## src/rtl/bcd2bin_pkg.sv

```systemverilog
// Shared constants for the BCD <-> binary conversion paths.
//   state_t     : converter FSM encodings (IDLE / CONV / DONE)
//   BCD_W       : bits per BCD digit
//   DEF_DIGITS  : default digit count on the BCD side
//   DEF_BIN_W   : default binary width (2^DEF_BIN_W > 10^DEF_DIGITS - 1)
package bcd2bin_pkg;

  localparam int BCD_W      = 4;
  localparam int DEF_DIGITS = 3;
  localparam int DEF_BIN_W  = 10;

  typedef enum logic [1:0] {
    ST_IDLE = 2'd0,
    ST_CONV = 2'd1,
    ST_DONE = 2'd2
  } state_t;

endpackage

```

## src/rtl/bcd2bin_seq_digit_adj.sv

```systemverilog
// bcd_digit_adj: per-digit correction step of reverse double-dabble.
//   i_d : 4-bit digit after the right shift
//   o_d : i_d - 3 when i_d >= 8, else i_d (never underflows, 8-3 = 5)
module bcd_digit_adj (
  input  logic [3:0] i_d,
  output logic [3:0] o_d
);

  assign o_d = (i_d >= 4'd8) ? (i_d - 4'd3) : i_d;

endmodule

```

## src/rtl/bcd2bin_seq.sv

```systemverilog
// bcd2bin_seq: sequential BCD-to-binary converter (reverse double-dabble,
// one shift/correct iteration per clock).
//   clk     : rising-edge clock
//   reset   : synchronous, active-high
//   start   : request, sampled only while ready=1
//   bcd_in  : packed BCD, digit 0 in [3:0], captured on accepted start
//   ready   : idle, able to accept start
//   done    : one-cycle pulse, bin_out/err valid
//   err     : captured word contained a digit > 9
//   bin_out : binary result, held until the next accepted start completes
module bcd2bin_seq
  import bcd2bin_pkg::*;
#(
  parameter int DIGITS = DEF_DIGITS,
  parameter int BIN_W  = DEF_BIN_W
) (
  input  logic                    clk,
  input  logic                    reset,
  input  logic                    start,
  input  logic [BCD_W*DIGITS-1:0] bcd_in,
  output logic                    ready,
  output logic                    done,
  output logic                    err,
  output logic [BIN_W-1:0]        bin_out
);

  localparam int BCD_TOT = BCD_W * DIGITS;
  localparam int SR_W    = BCD_TOT + BIN_W;
  localparam int CNT_W   = $clog2(BIN_W + 1);
  localparam logic [CNT_W-1:0] LAST_IT = CNT_W'(BIN_W - 1);

  state_t            r_state;
  logic [SR_W-1:0]   r_sr;
  logic [CNT_W-1:0]  r_cnt;
  logic              r_err;
  logic [BIN_W-1:0]  r_bin;

  logic [SR_W-1:0]   w_shr;
  logic [SR_W-1:0]   w_sr_nxt;
  logic [DIGITS-1:0] w_dig_bad;

  // Shift the whole {bcd,bin} register right, then correct each BCD digit.
  assign w_shr                  = r_sr >> 1;
  assign w_sr_nxt[BIN_W-1:0]    = w_shr[BIN_W-1:0];

  for (genvar g = 0; g < DIGITS; g++) begin : g_dig
    bcd_digit_adj u_adj (
      .i_d (w_shr[BIN_W + g*BCD_W +: BCD_W]),
      .o_d (w_sr_nxt[BIN_W + g*BCD_W +: BCD_W])
    );
    assign w_dig_bad[g] = (bcd_in[g*BCD_W +: BCD_W] > 4'd9);
  end

  always_ff @(posedge clk) begin
    if (reset) begin
      r_state <= ST_IDLE;
      r_sr    <= '0;
      r_cnt   <= '0;
      r_err   <= 1'b0;
      r_bin   <= '0;
    end else begin
      case (r_state)
        ST_IDLE: begin
          if (start) begin
            r_sr  <= {bcd_in, {BIN_W{1'b0}}};
            r_cnt <= '0;
            if (|w_dig_bad) begin
              // Non-BCD input skips conversion entirely.
              r_err   <= 1'b1;
              r_bin   <= '0;
              r_state <= ST_DONE;
            end else begin
              r_err   <= 1'b0;
              r_state <= ST_CONV;
            end
          end
        end
        ST_CONV: begin
          r_sr  <= w_sr_nxt;
          r_cnt <= r_cnt + CNT_W'(1);
          if (r_cnt == LAST_IT) begin
            r_bin   <= w_sr_nxt[BIN_W-1:0];
            r_state <= ST_DONE;
          end
        end
        ST_DONE: r_state <= ST_IDLE;
        default: r_state <= ST_IDLE;
      endcase
    end
  end

  assign ready   = (r_state == ST_IDLE);
  assign done    = (r_state == ST_DONE);
  assign err     = r_err;
  assign bin_out = r_bin;

endmodule

```

## config.mk

```make
export PLATFORM = sky130hd
export DESIGN_NAME = bcd2bin_seq
export DESIGN_NICKNAME = d
export VERILOG_FILES = /design/src/rtl/bcd2bin_pkg.sv /design/src/rtl/bcd2bin_seq_digit_adj.sv /design/src/rtl/bcd2bin_seq.sv
export SDC_FILE = /design/constraint.sdc
export NUM_CORES = 1
export LEC_CHECK = 0
export CAP_MARGIN = 40
export CORE_MARGIN = 2
export CORE_UTILIZATION = 38
export DETAILED_ROUTE_END_ITERATION = 12
export PLACE_DENSITY_LB_ADDON = 0.05
export SLEW_MARGIN = 40
export SYNTH_ARGS = -nofsm -noshare
export SYNTH_HDL_FRONTEND = slang
export SYNTH_HIERARCHICAL = 1
export SYNTH_SLANG_ARGS = --single-unit
```

## constraint.sdc

```tcl
create_clock -name clk -period 1.45 [get_ports clk]
set_input_delay 0.3625 -clock clk [delete_from_list [all_inputs] [get_ports clk]]
set_output_delay 0.3625 -clock clk [all_outputs]
set_load 0.005 [all_outputs]
```

# --- After elaboration in Yosys (flattened, before gate mapping) ---
# Index checks and enable logic that the tools add are counted.
# W data, S select, Z words.
word_totals:
  regBits: 39
  in_bits: 15
  out_inout_bits: 13
  elab_cells: 44
classes:
  n_addsub: 4
  n_lt_le_gt_ge: 6
  eq_ne: 6
  muxes: 16
  n_reduce_logical: 7
ops:
  columns: ["cell", "count"]
  rows:
  - ["$pmux W22 S2", 1]
  - ["$mux W10", 3]
  - ["$mux W22", 1]
  - ["$pmux W10 S2", 1]
  - ["$mux W4", 4]
  - ["$gt A4 B4 Y1 const B", 3]
  - ["$ge A4 B4 Y1 const B", 2]
  - ["$pmux W4 S2", 1]
  - ["$sub A4 B2 Y4 const B", 2]
  - ["$mux W2", 3]
  - ["$reduce_and A2 Y1", 3]
  - ["$add A4 B1 Y4 const B", 1]
  - ["$eq A4 B4 Y1 const B", 1]
  - ["$ge A3 B4 Y1 const B", 1]
  - ["$ne A2 B2 Y1 const B", 2]
  - ["$pmux W2 S2", 1]
  - ["$reduce_and A4 Y1", 1]
  - ["$sub A3 B2 Y4 const B", 1]
  - ["$reduce_or A3 Y1", 1]
  - ["$eq A2 B1 Y1 const B", 1]
  - ["$eq A2 B2 Y1 const B", 1]
  - ["$logic_not A2 Y1", 1]
  - ["$ne A2 B1 Y1 const B", 1]
  - ["$reduce_bool A2 Y1", 1]
  - ["$mux W1", 1]

# --- Logic depth before layout (Yosys ltp) ---
# Gate-level depths: netlist of the first run.
logic_depth:
  word_depth: 5
  ltp_mapped: 7
  mapped_depth_nobuf: 6

# --- Cells and area by module ---
# Netlist of the first run, hierarchy kept.
by_module_without_submodules:
  columns: ["mod", "n_inst", "cells_per_inst", "area_each_um2", "seq_area_each_um2"]
  rows:
  - ["bcd2bin_seq", 1, 191, 1697.9, 760.7]
  - ["bcd_digit_adj", 3, 11, 76.3, 0.0]

# --- Least setup slack after synthesis of the first run ---
# Ideal clock, no wire load.
synth_path:
  path_type: "reg2reg"
  start: "register r_cnt[1]"
  end: "register r_bin[0], in the netlist bin_out[0]"
  setup_ns: 0.120
  t_arrival_ns: 1.129
  required_time_ns: 1.330
  path_slack_ns: 0.202
  stages_incl_launch_ff: 8
  n_path_buf: 1
  period_less_slack_ns: 1.248
  path_cell_list: "dfxtp_1 -> inv_1 -> ha_1 -> nand3b_1 -> nor2_1 -> o22a_2 -> buf_6 -> mux2i_1"
synth_between:
  elab_chain_cells: 3
synth_lines:
  columns: ["item", "line_no", "rtl"]
  rows:
  - ["from (decl)", "bcd2bin_seq.sv:34", "logic [CNT_W-1:0] r_cnt;"]
  - ["from (signal assigned)", "bcd2bin_seq.sv:80", "r_cnt <= r_cnt + CNT_W'(1);"]
  - ["$eq A4 B4 Y1", "bcd2bin_seq.sv:81", "if (r_cnt == LAST_IT) begin"]
  - ["$ne A2 B2 Y1 (no line)", null, null]
  - ["$reduce_and A4 Y1 (no line)", null, null]
  - ["to (signal assigned)", "bcd2bin_seq.sv:82", "r_bin <= w_sr_nxt[BIN_W-1:0];"]
  - ["to (decl)", "bcd2bin_seq.sv:36", "logic [BIN_W-1:0] r_bin;"]
# No other way between the ends.
# A chain may end at the register's enable or synchronous reset.

# --- Worst setup path after layout of the first run ---
layout_path:
  start: "input port bcd_in[10]"
  end: "register r_bin[5], in the netlist bin_out[5]"
layout_between:
  elab_chain_cells: 4
layout_lines:
  columns: ["item", "line_no", "rtl"]
  rows:
  - ["from (decl)", "bcd2bin_seq.sv:20", "input logic [BCD_W*DIGITS-1:0] bcd_in,"]
  - ["$gt A4 B4 Y1", "bcd2bin_seq.sv:51", "assign w_dig_bad[g] = (bcd_in[g*BCD_W +: BCD_W] > 4'd9);"]
  - ["$reduce_or A3 Y1", "bcd2bin_seq.sv:67", "if (|w_dig_bad) begin"]
  - ["$ne A2 B1 Y1 (no line)", null, null]
  - ["$reduce_and A4 Y1 (no line)", null, null]
# No other way between the ends.

==> flow_summary.yaml, run 1 <==
critical_path:
  crit_buf_inv: 1
  path_max_fanout: 6
  crit_family: "compound AO/OA/AOI/OAI gates"
  critPathLaunchType: "primary input"
  worst_path_max_delay_cell: "clkdlybuf4s50_1"
  cp-end-kind: "flip-flop"
  worstRegToRegCells: 7
  critical_path.max_stage_delay_ns: 0.44
  arrival_ns: 1.59
  worstPathRequired_ns: 1.66
  crit_type: "primary input to flip-flop"
  critical_path_depth: 5
  path_cells: "clkdlybuf4s50_1, o21ai_2, nand3_2, o22a_4, mux2i_1"
cts:
  cts_tree: "built"
  htree_levels: 2
  cts_buffers: 5
  clock_path_buffers: 2
  cts-hold-fix-buffers: 0
  cts.sinks: 38
  clk_latency_ns: 0.30
  path_clk_slew_ns: 0.08
  root_buffer: "clkbuf_8"
die:
  die_h_um: 75.2
  start_util_pct: 40.0
  die_area_um2: 5660
  io_pins: 28
  die_w_um: 75.2
  core-area_um2: 4820
  fp-row-count: 25
logic_synthesis:
  synth_ff_type: "dfxtp_1"
  async_reset_ff_share_pct: 0
  yosys.cell_types.count: 33
  syn_area_um2: 1930
  yosys.area.top_type: "dfxtp_1"
  syn_area_per_cell_um2: 8.60
  synth_cells: 224
  synth-seq-cells: 38
  synth_warnings: 6
  synth_edf_count: 0
  ys_seq_area_share_pct: 39.5
  yosysMostFrequentCell: "dfxtp_1"
  ys_top_cells_by_area: "dfxtp_1 39%, nor2_1 7.2%, nor4_2 5.8%"
  netlist.area_leader.share_pct: 39.5
  synth_commonest_cells: "38 x dfxtp_1, 37 x nor2_1, 29 x nand2_1, 14 x nand2b_1, 12 x a21oi_1"
timing:
  timing.fmax_mhz: 723
  fin_crit_ns: 1.38
  setup_viol: 0
  setup_ws_ns: 0.0674
  hold_viol_final: 0
  rsz0062_at_grt: "yes"
  worst_hold_slack_ns: 0.462
  slew_viol_final: 0
  skew_ns: 0.0113
  period_share_pct: 95.4
place:
  port_buffers: 27
  place_area_um2: 2420
  gp_congestion: 0.760
  dp_hpwl_um: 2740
  pre_cts_ws_ns: -0.452
power_and_ir_drop:
  power.leakage_nw: 1.15
  power_mw: 2.41
  ir_drop_mv: 0.579
  p_per_area_nw_per_um2: 907
drt:
  drc: 0
  vias_per_cell: 4.71
  wl_um: 4200
  firstDrtPassIters: 5
  vias: 1634
  drtIter0Drc: 76
  wl_per_cell_um: 12.1
  final_antenna_net_count: 0
grt:
  grt_use_total_pct: 16.3
  grt_pass1_wl_um: 6990
  antenna_found_initial: 0
  grt_overflow: 0
  grt_max_degree: 30
  grt_pass1_vias: 1581
finish:
  fin_area_um2: 2650
  synthToLayoutAreaGrowth_pct: 37.7
  diodes: 0
  final_util_pct: 55.1
  nNetsFinal: 302
  drive_above_1_share_pct: 26.1
status:
  status: "complete, no violations"
worst_hold_path:
  whs_path_depth: 3
  min_path_type: "primary input to flip-flop"
run:
  drv_cap: 0
-- sequential cells by signal (all words and copies together), names as in the netlist --
register / flops
r_sr: 21
bin_out: 10
r_cnt: 4
r_state: 2
err: 1
-- layer usage --
layer  GRT usage, %  part of all wire [%]
met4           6.04                  0.62
met5              0                     0
met3           4.95                   3.8
met1           21.2                    51
met2           25.5                    45
-- power breakdown --
part | switching [mW] | internal, mW
Combinational | 0.227 | 0.256
Sequential | 0.0517 | 1.09
Clock | 0.399 | 0.383
-- logic make-up (layout without fill, tap and decap cells) --
| group | count (synthesis) | count (layout) | synth area share (%) |
|---|---|---|---|
| buffers and inverters | 19 | 70 | 5.97 |
| xor gates and xnor gates | 8 | 8 | 3.64 |
| and+or+nand+nor | 115 | 115 | 32.2 |
| other | 1 | 5 | 0.195 |
| muxes | 11 | 11 | 5.97 |
| AOI/OAI and AO/OA | 24 | 25 | 7.34 |
| DFF | 38 | 38 | 39.5 |
| adders and majority gates | 8 | 8 | 5.20 |
-- worst register-to-register path, delay by kind of cell, from the launching register on --
family	cells	cell delay, ns
AND/OR/NAND/NOR	4	0.62
flip-flops	1	0.37
buffers and inverters	3	0.34
-- what timing repair did --
item                                    CTS  global route
buffers inserted                          0             3
pin swaps                                 1             9
resized for setup                        27            22
gates cloned                              0             2
endpoints found under the setup margin   24            23
-- cell usage in the layout, fill, tap and decap left out, types with 10 or more instances in the layout --
master	instances
a21oi_1	12
buf_4	21
dfxtp_1	28
dlygate4sd2_1	12
mux2i_1	10
nand2_1	29
nand2b_1	13
nor2_1	35
-- per-stage QoR --
stage	setup TNS [ns]	cells
after global routing	-0.0748	347
after floorplan	0	228
after CTS	-0.0170	342
final	0	347
after detailed placement	-8.22	334
after global placement	-8.37	334
-- path summary, 6_finish.rpt --
| check | start | endpoint | slack, ns |
|---|---|---|---|
| setup / recovery | bcd_in[10] | bin_out[5] | 0.07 |
| hold / removal | bcd_in[1] | r_sr[11] | 0.46 |
| setup reg to reg | r_state[1] | r_sr[11] | 0.07 |
| hold reg to reg | r_sr[1] | bin_out[0] | 0.46 |
-- cell type report --
cell class	count	area, um^2
inverters	7	26.3
well taps	67	83.8
fillers	494	2160
multi-input cells	172	1130
clock buffers	6	82.6
repair buffers	55	542
flip-flops and latches	38	776
clock inverters	2	12.5
Power figures use the tool's default switching activity.
==> run 2, diff against run 1 <==
--- a/config.mk
+++ b/config.mk
@@ -5,7 +5,10 @@
 export SDC_FILE = /design/constraint.sdc
 export NUM_CORES = 1
 export LEC_CHECK = 0
+export ABC_CLOCK_PERIOD_IN_PS = 1450
 export CAP_MARGIN = 40
+export CELL_PAD_IN_SITES_DETAIL_PLACEMENT = 0
+export CELL_PAD_IN_SITES_GLOBAL_PLACEMENT = 1
 export CORE_MARGIN = 2
 export CORE_UTILIZATION = 38
 export DETAILED_ROUTE_END_ITERATION = 12
==> flow_summary.yaml, run 2 (synthesis results as in run 1) <==
finish:
  synthToLayoutAreaGrowth_pct: 35.1
  final_common_cell: "nor2_1"
  drive_above_1_share_pct: 23.2
  diodes: 0
  nNetsFinal: 299
  largest_reg_flops: 21
  largest-register: "r_sr"
  mostFrequentLayoutCells: "34 x nor2_1, 31 x dfxtp_1, 29 x nand2_1"
grt:
  grt_max_degree: 25
  antenna_found_initial: 0
  grt_overflow: 0
  grt_use_total_pct: 16.5
  grt_pass1_vias: 1511
  grt_pass1_wl_um: 7040
timing:
  fin_crit_ns: 1.40
  worst_hold_slack_ns: 0.434
  setup_viol: 0
  skew_ns: 0.00646
  timing.fmax_mhz: 716
  hold_viol_final: 0
  rsz0062_at_grt: "yes"
  slew_viol_final: 0
  period_share_pct: 96.3
  tns_ns: 0
die:
  fp-row-count: 25
  die_h_um: 75.2
  die_area_um2: 5660
  start_util_pct: 40.0
  io_pins: 28
  core-area_um2: 4820
  die_w_um: 75.2
power_and_ir_drop:
  sw_frac_of_total_pct: 25.6
  power.leakage_nw: 1.08
  ir_drop_mv: 0.651
  comb_power_share_pct: 18.6
  clkPwrFrac_pct: 36.5
  p_per_area_nw_per_um2: 973
  pwr-share-seq_pct: 45.0
  p_int_mw: 1.89
  switching_power_mw: 0.648
critical_path:
  critical_path.max_stage_delay_ns: 0.42
  worstRegToRegCells: 5
  r2r-end: "r_sr[10]"
  path_cells: "clkdlybuf4s50_1, o21ai_1, nand3_4, o22a_4, mux2i_1"
  path_max_fanout: 5
  r2r_start: "r_state[1]"
  arrival_ns: 1.58
  worstPathRequired_ns: 1.63
  crit_family: "compound AO/OA/AOI/OAI gates"
  critPathLaunchType: "primary input"
  crit_buf_inv: 1
  worst_path_max_delay_cell: "clkdlybuf4s50_1"
  r2r_slack_ns: 0.10
  cp-end-kind: "flip-flop"
  crit_type: "primary input to flip-flop"
  critical_path_depth: 5
drt:
  wl_met3_um: 175
  met2WireLength_um: 1890
  dr.max_layer_used: "met4"
  vias_per_cell: 4.55
  wl_met1_um: 2090
  wl_per_cell_um: 12.2
  drtIter0Drc: 64
  wl_um: 4200
  firstDrtPassIters: 4
  final_antenna_net_count: 0
  vias: 1561
  drc: 0
cts:
  clock_path_buffers: 2
  clk_latency_ns: 0.29
  cts-hold-fix-buffers: 0
  root_buffer: "clkbuf_8"
  htree_levels: 2
  cts_buffers: 5
  path_clk_slew_ns: 0.08
  cts.sinks: 38
  cts_tree: "built"
worst_hold_path:
  min_path_type: "primary input to flip-flop"
  min-delay-start: "bcd_in[2]"
  whs_path_depth: 3
  worstHoldEndpoint: "r_sr[12]"
status:
  status: "complete, no violations"
place:
  port_buffers: 27
  gp_congestion: 0.699
  dp_hpwl_um: 2790
run:
  drv_cap: 0
[run 2: changes by cell type in the layout (fill, tap and decap cells not counted), moves of 2 or more]
cell / before / now
clkdlybuf4s50_1: 8 / 12
dfxtp_1: 28 / 31
dfxtp_2: 9 / 7
dlymetal6s2s_1: 6 / 1
nor2_2: 2 / 4
o21ai_1: 0 / 2
o21ai_2: 3 / 1
[run 2: stage by stage]
stage / worst slack (ns) / area [um^2] / std cells / power, mW / util, %
finish: 0.0531 / 2600 / 343 / 2.53 / 54.1
CTS: 0.00247 / 2580 / 342 / 2.55 / 53.6
detailed placement: -0.422 / 2420 / 334 / 1.61 / 50.3
global route: -0.0200 / 2600 / 343 / 2.66 / 54.1
floorplan: 0.202 / 1940 / 228 / 1.44 / -
global placement: -0.413 / 2420 / 334 / 1.61 / 50.3
[run 2: layer usage]
metal	global-route usage (%)	vias up
met4	5.26	0
met5	0	-
met1	21.7	695
met2	26.8	21
li1	-	840
met3	4.02	5
[run 2: cell type report]
cell class / instances / area [um^2]
fillers: 486 / 2210
multi-input cells: 172 / 1120
flip-flops and latches: 38 / 769
repair buffers: 52 / 489
well taps: 67 / 83.8
clock buffers: 6 / 82.6
clock inverters: 1 / 30.0
inverters: 7 / 26.3
[run 2: timing repair]
| action | in CTS | in global routing |
|---|---|---|
| setup endpoints to repair | 24 | 24 |
| resized for setup | 31 | 6 |
| cloned | 1 | 0 |
| pin swaps | 1 | 3 |
| buffers inserted | 0 | 1 |
[run 2: how the worst max path moves through the flow]
| stage | start | slack, ns | endpoint |
|---|---|---|---|
| after global routing | r_state[1] | -0.02 | r_sr[10] |
| after CTS | r_state[0] | 0.002 | done |
| after floorplan | r_cnt[1] | 0.20 | bin_out[0] |
| after detailed placement | bcd_in[1] | -0.42 | bin_out[3] |
| after global placement | bcd_in[1] | -0.41 | r_state[1] |
| final | bcd_in[6] | 0.05 | bin_out[2] |
[run 2: tightest hold or removal path, delay by kind of cell]
kind	cells	cell delay [ns]
buf+inv	1	0.13
simple gates	2	0.19
[run 2: power by group through the flow]
stage          clock network [mW]  logic [mW]  registers, mW
6_report                    0.924       0.470           1.14
5_1_grt                     0.985       0.525           1.15
4_1_cts                     0.946       0.468           1.14
3_5_place_dp                    0       0.443           1.16
3_3_place_gp                    0       0.446           1.16
2_1_floorplan                   0       0.282           1.15
==> run 3, diff against run 2 <==
--- a/config.mk
+++ b/config.mk
@@ -13,6 +13,7 @@
 export CORE_UTILIZATION = 38
 export DETAILED_ROUTE_END_ITERATION = 12
 export PLACE_DENSITY_LB_ADDON = 0.05
+export SKIP_CTS_REPAIR_TIMING = 1
 export SLEW_MARGIN = 40
 export SYNTH_ARGS = -nofsm -noshare
 export SYNTH_HDL_FRONTEND = slang
==> flow_summary.yaml, run 3 (synthesis results as in run 1) <==
status:
  status: "complete, no violations"
cts:
  clk_latency_ns: 0.28
  cts_buffers: 5
  cts.sinks: 38
  root_buffer: "clkbuf_8"
  htree_levels: 2
  path_clk_slew_ns: 0.08
  cts_tree: "built"
  clock_path_buffers: 2
place:
  dp_hpwl_um: 2790
  gp_congestion: 0.699
  port_buffers: 27
  place_area_um2: 2420
grt:
  grtUsageMet1_pct: 21.3
  grt_pass1_vias: 1491
  antenna_found_initial: 0
  grt.met2_usage_pct: 25.3
  grt_overflow: 0
  met3_usage_pct: 4.02
  grt_use_total_pct: 16.0
  grt_pass1_wl_um: 6840
  busiest_layer: "met2"
  grt_max_degree: 25
critical_path:
  r2r_slack_ns: 0.08
  critPathLaunchType: "primary input"
  critical_path.max_stage_delay_ns: 0.44
  path_max_fanout: 6
  r2r-end: "bin_out[8]"
  arrival_ns: 1.58
  worstPathRequired_ns: 1.63
  critical_path_depth: 5
  cp-end-kind: "flip-flop"
  crit_type: "primary input to flip-flop"
  worstRegToRegCells: 6
  r2r_start: "r_state[1]"
  crit_family: "compound AO/OA/AOI/OAI gates"
  path_cells: "clkdlybuf4s50_1, o21ai_2, nand3_4, o22a_4, mux2i_1"
  worst_path_max_delay_cell: "clkdlybuf4s50_1"
  endpoint: "bin_out[8]"
  crit_start: "bcd_in[6]"
  crit_buf_inv: 1
power_and_ir_drop:
  ir_drop_mv: 0.652
  power.leakage_nw: 1.30
  p_per_area_nw_per_um2: 943
finish:
  largest-register: "r_sr"
  nNetsFinal: 304
  mostFrequentLayoutCells: "35 x nor2_1, 33 x dfxtp_1, 29 x nand2_1"
  final_util_pct: 56.8
  largest_reg_flops: 21
  drive_above_1_share_pct: 24.6
  diodes: 0
  seq_area_um2: 769
  multi_input_area_um2: 1140
  synthToLayoutAreaGrowth_pct: 42.0
  nFillCells: 470
  final_common_cell: "nor2_1"
  fin_area_um2: 2740
drt:
  wl_um: 4210
  firstDrtPassIters: 4
  final_antenna_net_count: 0
  drtIter0Drc: 68
  wl_per_cell_um: 12.1
  vias_per_cell: 4.56
  drc: 0
  vias: 1587
timing:
  hold_viol_final: 0
  skew_ns: 0.00477
  setup_viol: 0
  slew_viol_final: 0
  rsz0062_at_grt: "yes"
  period_share_pct: 96.6
  timing.fmax_mhz: 714
  fin_crit_ns: 1.40
die:
  die_w_um: 75.2
  core-area_um2: 4820
  fp-row-count: 25
  die_h_um: 75.2
  die_area_um2: 5660
  io_pins: 28
  start_util_pct: 40.0
worst_hold_path:
  min_path_type: "primary input to flip-flop"
  whs_path_depth: 3
run:
  drv_cap: 0
==> run 3: cell count changes in the layout (fill, tap and decap cells not counted), moves of 2 or more <==
cell            change
dfxtp_2             -3
dlygate4sd2_1      -13
a311oi_2            +2
dlymetal6s2s_1     +15
buf_6               +4
dfxtp_1             +2
a311oi_1            -2
==> run 3: final cells by class <==
class,instances,area share (%)
inverters,7,0.960
clock inverters,1,1.10
clock buffers,6,3.02
flip-flops and latches,38,28.1
repair buffers,57,22.2
multi-input cells,172,41.5
well taps,67,3.06
==> run 3: metal layers <==
metal	vias up	part of all wire, %
met3	5	3.3
met4	0	1.0
li1	847	-
met5	-	0
met1	718	50
met2	17	46
==> run 3: how the worst min path moves through the flow <==
stage / endpoint / startpoint
2_1_floorplan: bin_out[0] / r_sr[1]
3_3_place_gp: bin_out[0] / r_sr[1]
3_5_place_dp: bin_out[8] / bin_out[8]
4_1_cts: bin_out[0] / r_sr[1]
5_1_grt: r_sr[12] / bcd_in[2]
6_report: r_sr[12] / bcd_in[2]
==> run 3: worst min-delay path, delay by kind of cell <==
family | cells | cell delay [ns]
buffers and inverters | 1 | 0.13
and+or+nand+nor | 2 | 0.19
==> run 3: where the power goes <==
group	internal [mW]	total (mW)	switching, mW
clock	0.551	0.926	0.375
combinational	0.283	0.517	0.234
sequential	1.09	1.14	0.0499
total	1.92	2.58	0.659
==> run 3: per-stage QoR <==
step	std cells	total power [mW]	setup TNS [ns]	hold WS [ns]	setup slack [ns]
final	348	2.58	0	0.437	0.0490
after global routing	348	2.71	-0.0571	0.455	-0.0216
after CTS	341	2.53	-2.34	0.472	-0.234
after detailed placement	334	1.61	-8.23	0.459	-0.422
after global placement	334	1.61	-8.33	0.459	-0.413
after floorplan	228	1.44	0	0.438	0.202
